[src/rtl/aes_pkg.sv]
// Shared AES definitions: byte/word types, round count, FSM states,
// round-constant lookup and the forward S-box.
package aes_pkg;

    typedef logic [7:0]  byte_t;
    typedef logic [31:0] word_t;

    localparam int unsigned AES_NR = 10;
    localparam int unsigned KEY_W  = 128;

    typedef enum logic [1:0] {StIdle, StExpand, StDone} state_e;

    // Round constant for rounds 1..10; other indices return 0.
    function automatic byte_t rcon(input logic [3:0] idx);
        unique case (idx)
            4'd1:    rcon = 8'h01;
            4'd2:    rcon = 8'h02;
            4'd3:    rcon = 8'h04;
            4'd4:    rcon = 8'h08;
            4'd5:    rcon = 8'h10;
            4'd6:    rcon = 8'h20;
            4'd7:    rcon = 8'h40;
            4'd8:    rcon = 8'h80;
            4'd9:    rcon = 8'h1b;
            4'd10:   rcon = 8'h36;
            default: rcon = 8'h00;
        endcase
    endfunction

    localparam byte_t SBOX_TBL [256] = '{
        8'h63, 8'h7c, 8'h77, 8'h7b, 8'hf2, 8'h6b, 8'h6f, 8'hc5,
        8'h30, 8'h01, 8'h67, 8'h2b, 8'hfe, 8'hd7, 8'hab, 8'h76,
        8'hca, 8'h82, 8'hc9, 8'h7d, 8'hfa, 8'h59, 8'h47, 8'hf0,
        8'had, 8'hd4, 8'ha2, 8'haf, 8'h9c, 8'ha4, 8'h72, 8'hc0,
        8'hb7, 8'hfd, 8'h93, 8'h26, 8'h36, 8'h3f, 8'hf7, 8'hcc,
        8'h34, 8'ha5, 8'he5, 8'hf1, 8'h71, 8'hd8, 8'h31, 8'h15,
        8'h04, 8'hc7, 8'h23, 8'hc3, 8'h18, 8'h96, 8'h05, 8'h9a,
        8'h07, 8'h12, 8'h80, 8'he2, 8'heb, 8'h27, 8'hb2, 8'h75,
        8'h09, 8'h83, 8'h2c, 8'h1a, 8'h1b, 8'h6e, 8'h5a, 8'ha0,
        8'h52, 8'h3b, 8'hd6, 8'hb3, 8'h29, 8'he3, 8'h2f, 8'h84,
        8'h53, 8'hd1, 8'h00, 8'hed, 8'h20, 8'hfc, 8'hb1, 8'h5b,
        8'h6a, 8'hcb, 8'hbe, 8'h39, 8'h4a, 8'h4c, 8'h58, 8'hcf,
        8'hd0, 8'hef, 8'haa, 8'hfb, 8'h43, 8'h4d, 8'h33, 8'h85,
        8'h45, 8'hf9, 8'h02, 8'h7f, 8'h50, 8'h3c, 8'h9f, 8'ha8,
        8'h51, 8'ha3, 8'h40, 8'h8f, 8'h92, 8'h9d, 8'h38, 8'hf5,
        8'hbc, 8'hb6, 8'hda, 8'h21, 8'h10, 8'hff, 8'hf3, 8'hd2,
        8'hcd, 8'h0c, 8'h13, 8'hec, 8'h5f, 8'h97, 8'h44, 8'h17,
        8'hc4, 8'ha7, 8'h7e, 8'h3d, 8'h64, 8'h5d, 8'h19, 8'h73,
        8'h60, 8'h81, 8'h4f, 8'hdc, 8'h22, 8'h2a, 8'h90, 8'h88,
        8'h46, 8'hee, 8'hb8, 8'h14, 8'hde, 8'h5e, 8'h0b, 8'hdb,
        8'he0, 8'h32, 8'h3a, 8'h0a, 8'h49, 8'h06, 8'h24, 8'h5c,
        8'hc2, 8'hd3, 8'hac, 8'h62, 8'h91, 8'h95, 8'he4, 8'h79,
        8'he7, 8'hc8, 8'h37, 8'h6d, 8'h8d, 8'hd5, 8'h4e, 8'ha9,
        8'h6c, 8'h56, 8'hf4, 8'hea, 8'h65, 8'h7a, 8'hae, 8'h08,
        8'hba, 8'h78, 8'h25, 8'h2e, 8'h1c, 8'ha6, 8'hb4, 8'hc6,
        8'he8, 8'hdd, 8'h74, 8'h1f, 8'h4b, 8'hbd, 8'h8b, 8'h8a,
        8'h70, 8'h3e, 8'hb5, 8'h66, 8'h48, 8'h03, 8'hf6, 8'h0e,
        8'h61, 8'h35, 8'h57, 8'hb9, 8'h86, 8'hc1, 8'h1d, 8'h9e,
        8'he1, 8'hf8, 8'h98, 8'h11, 8'h69, 8'hd9, 8'h8e, 8'h94,
        8'h9b, 8'h1e, 8'h87, 8'he9, 8'hce, 8'h55, 8'h28, 8'hdf,
        8'h8c, 8'ha1, 8'h89, 8'h0d, 8'hbf, 8'he6, 8'h42, 8'h68,
        8'h41, 8'h99, 8'h2d, 8'h0f, 8'hb0, 8'h54, 8'hbb, 8'h16
    };

    function automatic byte_t sbox(input byte_t x);
        sbox = SBOX_TBL[x];
    endfunction

endpackage

[src/rtl/aes_key_expand_last_if.sv]
// Request/result bundle between the key source and the expansion engine.
//   key_in/key_start : key and one-cycle start request (master -> slave)
//   busy, rk_valid, round_idx, round_key : per-round progress (slave -> master)
//   round_key_10, key_ready : final round key and its level valid
interface aes_key_expand_last_if;
    logic [127:0] key_in;
    logic         key_start;
    logic         busy;
    logic         rk_valid;
    logic [3:0]   round_idx;
    logic [127:0] round_key;
    logic [127:0] round_key_10;
    logic         key_ready;

    modport master (
        output key_in, key_start,
        input  busy, rk_valid, round_idx, round_key, round_key_10, key_ready
    );

    modport slave (
        input  key_in, key_start,
        output busy, rk_valid, round_idx, round_key, round_key_10, key_ready
    );
endinterface

[src/rtl/aes_sub_word.sv]
// Combinational AES SubWord: S-box applied to each byte of a 32-bit word.
//   word_i : input word
//   word_o : substituted word
module aes_sub_word
    import aes_pkg::*;
(
    input  word_t word_i,
    output word_t word_o
);
    assign word_o = {sbox(word_i[31:24]), sbox(word_i[23:16]),
                     sbox(word_i[15:8]),  sbox(word_i[7:0])};
endmodule

[src/rtl/aes_key_expand_last.sv]
// Iterative AES-128 forward key expansion, one round key per clock.
// Produces the last round key (decrypt starting key) and streams rounds 1..10.
//   clk, reset_n : clock and async active-low reset
//   bus          : slave side of aes_key_expand_last_if (key request, progress, result)
module aes_key_expand_last
    import aes_pkg::*;
(
    input logic                 clk,
    input logic                 reset_n,
    aes_key_expand_last_if.slave bus
);
    state_e             state_q;
    logic [KEY_W-1:0]   wkey_q;
    logic [3:0]         rnd_q;
    logic               busy_q;
    logic               rk_valid_q;
    logic [3:0]         round_idx_q;
    logic [KEY_W-1:0]   round_key_q;
    logic [KEY_W-1:0]   round_key_10_q;
    logic               key_ready_q;

    word_t w0, w1, w2, w3, sub_rot, w4, w5, w6, w7;
    logic [KEY_W-1:0] next_key;

    assign {w0, w1, w2, w3} = wkey_q;

    // SubWord(RotWord(w3)); RotWord is a left rotate by one byte.
    aes_sub_word u_sub_word (
        .word_i ({w3[23:0], w3[31:24]}),
        .word_o (sub_rot)
    );

    assign w4       = w0 ^ sub_rot ^ {rcon(rnd_q), 24'h0};
    assign w5       = w1 ^ w4;
    assign w6       = w2 ^ w5;
    assign w7       = w3 ^ w6;
    assign next_key = {w4, w5, w6, w7};

    always_ff @(posedge clk or negedge reset_n) begin
        if (!reset_n) begin
            state_q        <= StIdle;
            wkey_q         <= '0;
            rnd_q          <= '0;
            busy_q         <= 1'b0;
            rk_valid_q     <= 1'b0;
            round_idx_q    <= '0;
            round_key_q    <= '0;
            round_key_10_q <= '0;
            key_ready_q    <= 1'b0;
        end else begin
            unique case (state_q)
                StIdle, StDone: begin
                    rk_valid_q <= 1'b0;
                    // Restart from DONE keeps the old round_key_10 on the port.
                    if (bus.key_start) begin
                        wkey_q      <= bus.key_in;
                        rnd_q       <= 4'd1;
                        busy_q      <= 1'b1;
                        key_ready_q <= 1'b0;
                        state_q     <= StExpand;
                    end
                end
                StExpand: begin
                    // key_start is deliberately ignored here.
                    wkey_q      <= next_key;
                    round_key_q <= next_key;
                    round_idx_q <= rnd_q;
                    rk_valid_q  <= 1'b1;
                    if (rnd_q == 4'(AES_NR)) begin
                        round_key_10_q <= next_key;
                        key_ready_q    <= 1'b1;
                        busy_q         <= 1'b0;
                        state_q        <= StDone;
                    end else begin
                        rnd_q <= rnd_q + 4'd1;
                    end
                end
                default: state_q <= StIdle;
            endcase
        end
    end

    assign bus.busy         = busy_q;
    assign bus.rk_valid     = rk_valid_q;
    assign bus.round_idx    = round_idx_q;
    assign bus.round_key    = round_key_q;
    assign bus.round_key_10 = round_key_10_q;
    assign bus.key_ready    = key_ready_q;
endmodule
[src/flat_wrapper.sv]
// flat-port wrapper written by rule: the top's interface ports become plain ports
module aes_key_expand_last_flat import aes_pkg::*;
  (clk, reset_n, bus_key_in, bus_key_start, bus_busy, bus_rk_valid, bus_round_idx, bus_round_key, bus_round_key_10, bus_key_ready);
  aes_key_expand_last_if bus_i ();
  input logic clk;
  input logic reset_n;
  input wire logic [$bits(bus_i.key_in)-1:0] bus_key_in;
  input wire logic [$bits(bus_i.key_start)-1:0] bus_key_start;
  output wire logic [$bits(bus_i.busy)-1:0] bus_busy;
  output wire logic [$bits(bus_i.rk_valid)-1:0] bus_rk_valid;
  output wire logic [$bits(bus_i.round_idx)-1:0] bus_round_idx;
  output wire logic [$bits(bus_i.round_key)-1:0] bus_round_key;
  output wire logic [$bits(bus_i.round_key_10)-1:0] bus_round_key_10;
  output wire logic [$bits(bus_i.key_ready)-1:0] bus_key_ready;
  assign bus_i.key_in = bus_key_in;
  assign bus_i.key_start = bus_key_start;
  assign bus_busy = bus_i.busy;
  assign bus_rk_valid = bus_i.rk_valid;
  assign bus_round_idx = bus_i.round_idx;
  assign bus_round_key = bus_i.round_key;
  assign bus_round_key_10 = bus_i.round_key_10;
  assign bus_key_ready = bus_i.key_ready;
  aes_key_expand_last u_core (.clk(clk), .reset_n(reset_n), .bus(bus_i));
endmodule
[config.mk]
export PLATFORM = sky130hd
export DESIGN_NAME = aes_key_expand_last_flat
export DESIGN_NICKNAME = d
export VERILOG_FILES = /design/src/rtl/aes_pkg.sv /design/src/rtl/aes_key_expand_last_if.sv /design/src/rtl/aes_sub_word.sv /design/src/rtl/aes_key_expand_last.sv /design/src/flat_wrapper.sv
export SDC_FILE = /design/constraint.sdc
export NUM_CORES = 2
export LEC_CHECK = 0
export ABC_AREA = 1
export CAP_MARGIN = 10
export CORE_MARGIN = 3
export CORE_UTILIZATION = 40
export CTS_BUF_LIST = sky130_fd_sc_hd__clkbuf_8
export DETAILED_ROUTE_END_ITERATION = 10
export PLACE_DENSITY = 0.7
export SYNTH_ARGS = -nofsm -noshare
export SYNTH_HDL_FRONTEND = slang
export SYNTH_SLANG_ARGS = --single-unit
[constraint.sdc]
create_clock -name clk -period 2.7 [get_ports clk]
set_input_delay 0.27 -clock clk [delete_from_list [all_inputs] [get_ports clk]]
set_output_delay 0.27 -clock clk [all_outputs]
set_load 0.05 [all_outputs]
==> key figures <==
Outcome
  – Status: complete, but fails checks
  – Failing checks: setup timing

Detailed routing
  – Vias per cell: 5.87
  – Initial drt markers: 4418
  – Vias: 38036
  – Total Wirelength: 157000 µm
  – Final ANT Viol Nets: 0
  – Drt drc: 0
  – Detailed-route wire length per cell: 24.2 µm
  – DR pass1 iterations: 6

Floorplan
  – # IOs: 394
  – Starting Density: 0.405
  – Core area: 71900 µm²
  – Die Y: 276 µm
  – Die width: 276 µm
  – Die area: 76100 µm²
  – # rows: 98

Synthesis
  – Ranking of synthesized cells by area: dfrtp_1 (34%), nand3_1 (22%), nand2_1 (21%), inv_1 (3.1%), ha_1 (2.8%)
  – Post-synth cell types: 31
  – Synth async-reset ratio: 1.00
  – Syn Nets: 4769
  – Ys flop type: dfrtp_1
  – Mapped Cells: 4572
  – Post-synthesis register bit count: 397
  – Cell area after synthesis: 29100 µm²
  – Avg Cell Area, Syn: 6.37 µm²
  – Post-synth EDFFs: 0
  – Most common library cells after synthesis: nand2_1 (1651), nand3_1 (1275), dfrtp_1 (397)
  – Yosys top cell by area: dfrtp_1
  – Seq/Total Area, Yosys: 0.341
  – Syn. warnings: 0
  – Top-count cell post-synth: nand2_1
  – Synth top area share: 0.341

Worst hold path
  – Hold WC Path Type: input pin to asynchronous set/reset pin

Critical path
  – Slowest cell delay on critical path: 0.39 ns
  – Startpoint types: flip-flop
  – CP cell instances: clkinv_2 -> ha_4 -> buf_6 -> inv_4 -> nand2_4 -> buf_6 -> buf_6 -> nand3_2 -> nand3_2 -> nand3_2 -> nand3_2 -> nand3_4 -> nand3b_1 -> nand3_2 -> nand3_2 -> nand3_2 -> nand3_1 -> nand2_1
  – CP Class: flip-flop to flip-flop
  – Worst Setup End Kind: flip-flop
  – CP Max Fanout: 5
  – Worst path slowest cell: dfrtp_1
  – Top cell by count, worst path: nand3_2
  – CP arrival: 3.36 ns
  – Worst flop-to-flop path startpoint: u_core.wkey_q[16]
  – Required @ worst endpoint: 3.28 ns
  – R2R Setup Slk: -0.08 ns
  – R2R depth: 18
  – FF-to-FF End: u_core.bus.round_key[26]

Layout
  – P&R area growth vs syn: 55.7%
  – Fin nets: 5668
  – Layout cell share with drive strength beyond 1: 0.310
  – Fin area: 45300 µm²
  – Sequential cell area: 9940 µm²
  – Area of the multi-input gates: 21100 µm²
  – Fillers: 6552

CTS
  – Clock transition at the registers of the reported paths: 0.06 ns
  – Clk root buf: clkbuf_8
  – CTS H-tree depth: 3
  – Sink Count: 397
  – CTS buffer count: 71
  – Clock buffer depth: 3
  – CTS tree: done
  – Clock Latency Late Sink: 0.71 ns

Global routing
  – Initial antenna violation count: 8
  – First-pass GRT wire length: 226000 µm
  – Congestion Overflow GR: 0
  – Largest net degree at the start of global routing: 89
  – Vias in the first global route: 35808
  – GRT Total Usage: 0.390

STA
  – Endpoints failing hold: 0
  – Worst Slack Setup Final: -0.0812 ns
  – Final worst path period need: 2.78 ns
  – Max-slew violation count: 0
  – Slew @ Worst Pin: 0.875 ns
  – Max frequency: 0.360 GHz
  – Endpoints failing setup: 5
  – Fin Clk Skew: 0.0484 ns
  – RSZ-0062 raised after global routing: true
  – Slew margin rel.: 0.416
  – Crit share post-route: 1.03

Job
  – Maxcap violations: 0

Placement
  – Placed inst area: 38700 µm²
  – # port buffers: 393
  – Gpl congestion: 1.06
  – Hpwl dp: 114000 µm
-- stage by stage --
| step | instances | setup WS, ns | hold WS (ns) | utilization | setup TNS (ns) |
|---|---|---|---|---|---|
| global route | 6478 | -0.210 | 0.0452 | 0.631 | -9.82 |
| detailed placement | 6287 | -0.292 | 0.189 | 0.539 | -23.71 |
| floorplan | 4572 | 0.0144 | -0.0256 | - | 0 |
| CTS | 6428 | -0.0510 | 0.0228 | 0.571 | -0.132 |
| finish | 6478 | -0.0812 | 0.0622 | 0.631 | -0.212 |
| global placement | 6287 | -0.253 | 0.187 | 0.539 | -18.67 |
-- layer usage --
metal / up-vias / share of wire / GRT usage / routed length [µm]
met5: - / 0.00027 / 0 / 43
met4: 6 / 0.050 / 0.160 / 7880
met1: 18328 / 0.41 / 0.534 / 64000
li1: 17059 / - / - / -
met3: 471 / 0.092 / 0.0775 / 14400
met2: 2172 / 0.45 / 0.601 / 70300
-- critical path, delay by kind of cell (launching register included) --
family	cells	cell delay, ns
AND/OR/NAND/NOR	12	1.41
flip-flops	1	0.39
buffers and inverters	5	0.53
adder cells (fa/ha/maj)	1	0.35
-- kinds of logic (layout without fill, tap and decap cells) --
kind of cell / after synthesis / after routing / synth area share
AOI/OAI and AO/OA: 402 / 402 / 0.0782
xor gates and xnor gates: 9 / 9 / 0.00271
adders and majority gates: 66 / 66 / 0.0284
buffers and inverters: 553 / 1507 / 0.0824
DFF: 397 / 397 / 0.341
other: 0 / 2 / 0
and+or+nand+nor: 3145 / 3145 / 0.467
-- state kept, by name, indices dropped and copies added, names as in the netlist --
signal / count
u_core.bus.round_idx: 4
u_core.bus.rk_valid: 1
u_core.bus.round_key: 128
u_core.bus.round_key_10: 128
u_core.bus.key_ready: 1
u_core.rnd_q: 4
u_core.bus.busy: 1
u_core.state_q: 2
u_core.wkey_q: 128
-- area by class of cell --
type / instances / area share
inverters: 262 / 0.0227
multi-input cells: 3622 / 0.466
diodes: 2 / 0.000110
flip-flops and latches: 397 / 0.219
repair buffers: 1117 / 0.234
well taps: 950 / 0.0262
clock inverters: 40 / 0.00585
clock buffers: 88 / 0.0267
-- placed cells by master (no fill, tap or decap), types with 91 or more instances in the layout --
cell type / instances
a21oi_1: 91
buf_4: 583
clkdlybuf4s50_1: 392
dfrtp_1: 389
inv_1: 231
nand2_1: 1358
nand2_2: 232
nand3_1: 893
nand3_2: 310
nor2_1: 111
o211ai_1: 102
o21ai_0: 116
-- how the worst max path moves through the flow --
stage	start	end	slack (ns)
after floorplan	u_core.wkey_q[25]	u_core.bus.round_key[7]	0.01
after global placement	u_core.wkey_q[1]	u_core.wkey_q[15]	-0.25
after detailed placement	u_core.wkey_q[1]	u_core.wkey_q[15]	-0.29
after CTS	u_core.wkey_q[0]	u_core.bus.round_key_10[43]	-0.05
after global routing	u_core.wkey_q[16]	u_core.wkey_q[26]	-0.21
final	u_core.wkey_q[16]	u_core.bus.round_key[26]	-0.08
-- repair_timing --
item / in CTS / in global routing
cloned: 0 / 5
setup endpoints to repair: 254 / 294
endpoints found under the hold margin: 295 / 0
hold buffers: 1 / 0
setup buffers: 12 / 45
pin swaps: 20 / 191
resized for setup: 178 / 952
Power is left out: the tool's default activity adds up to more than one toggle a clock period on the data nets, which glitch-free logic cannot reach.
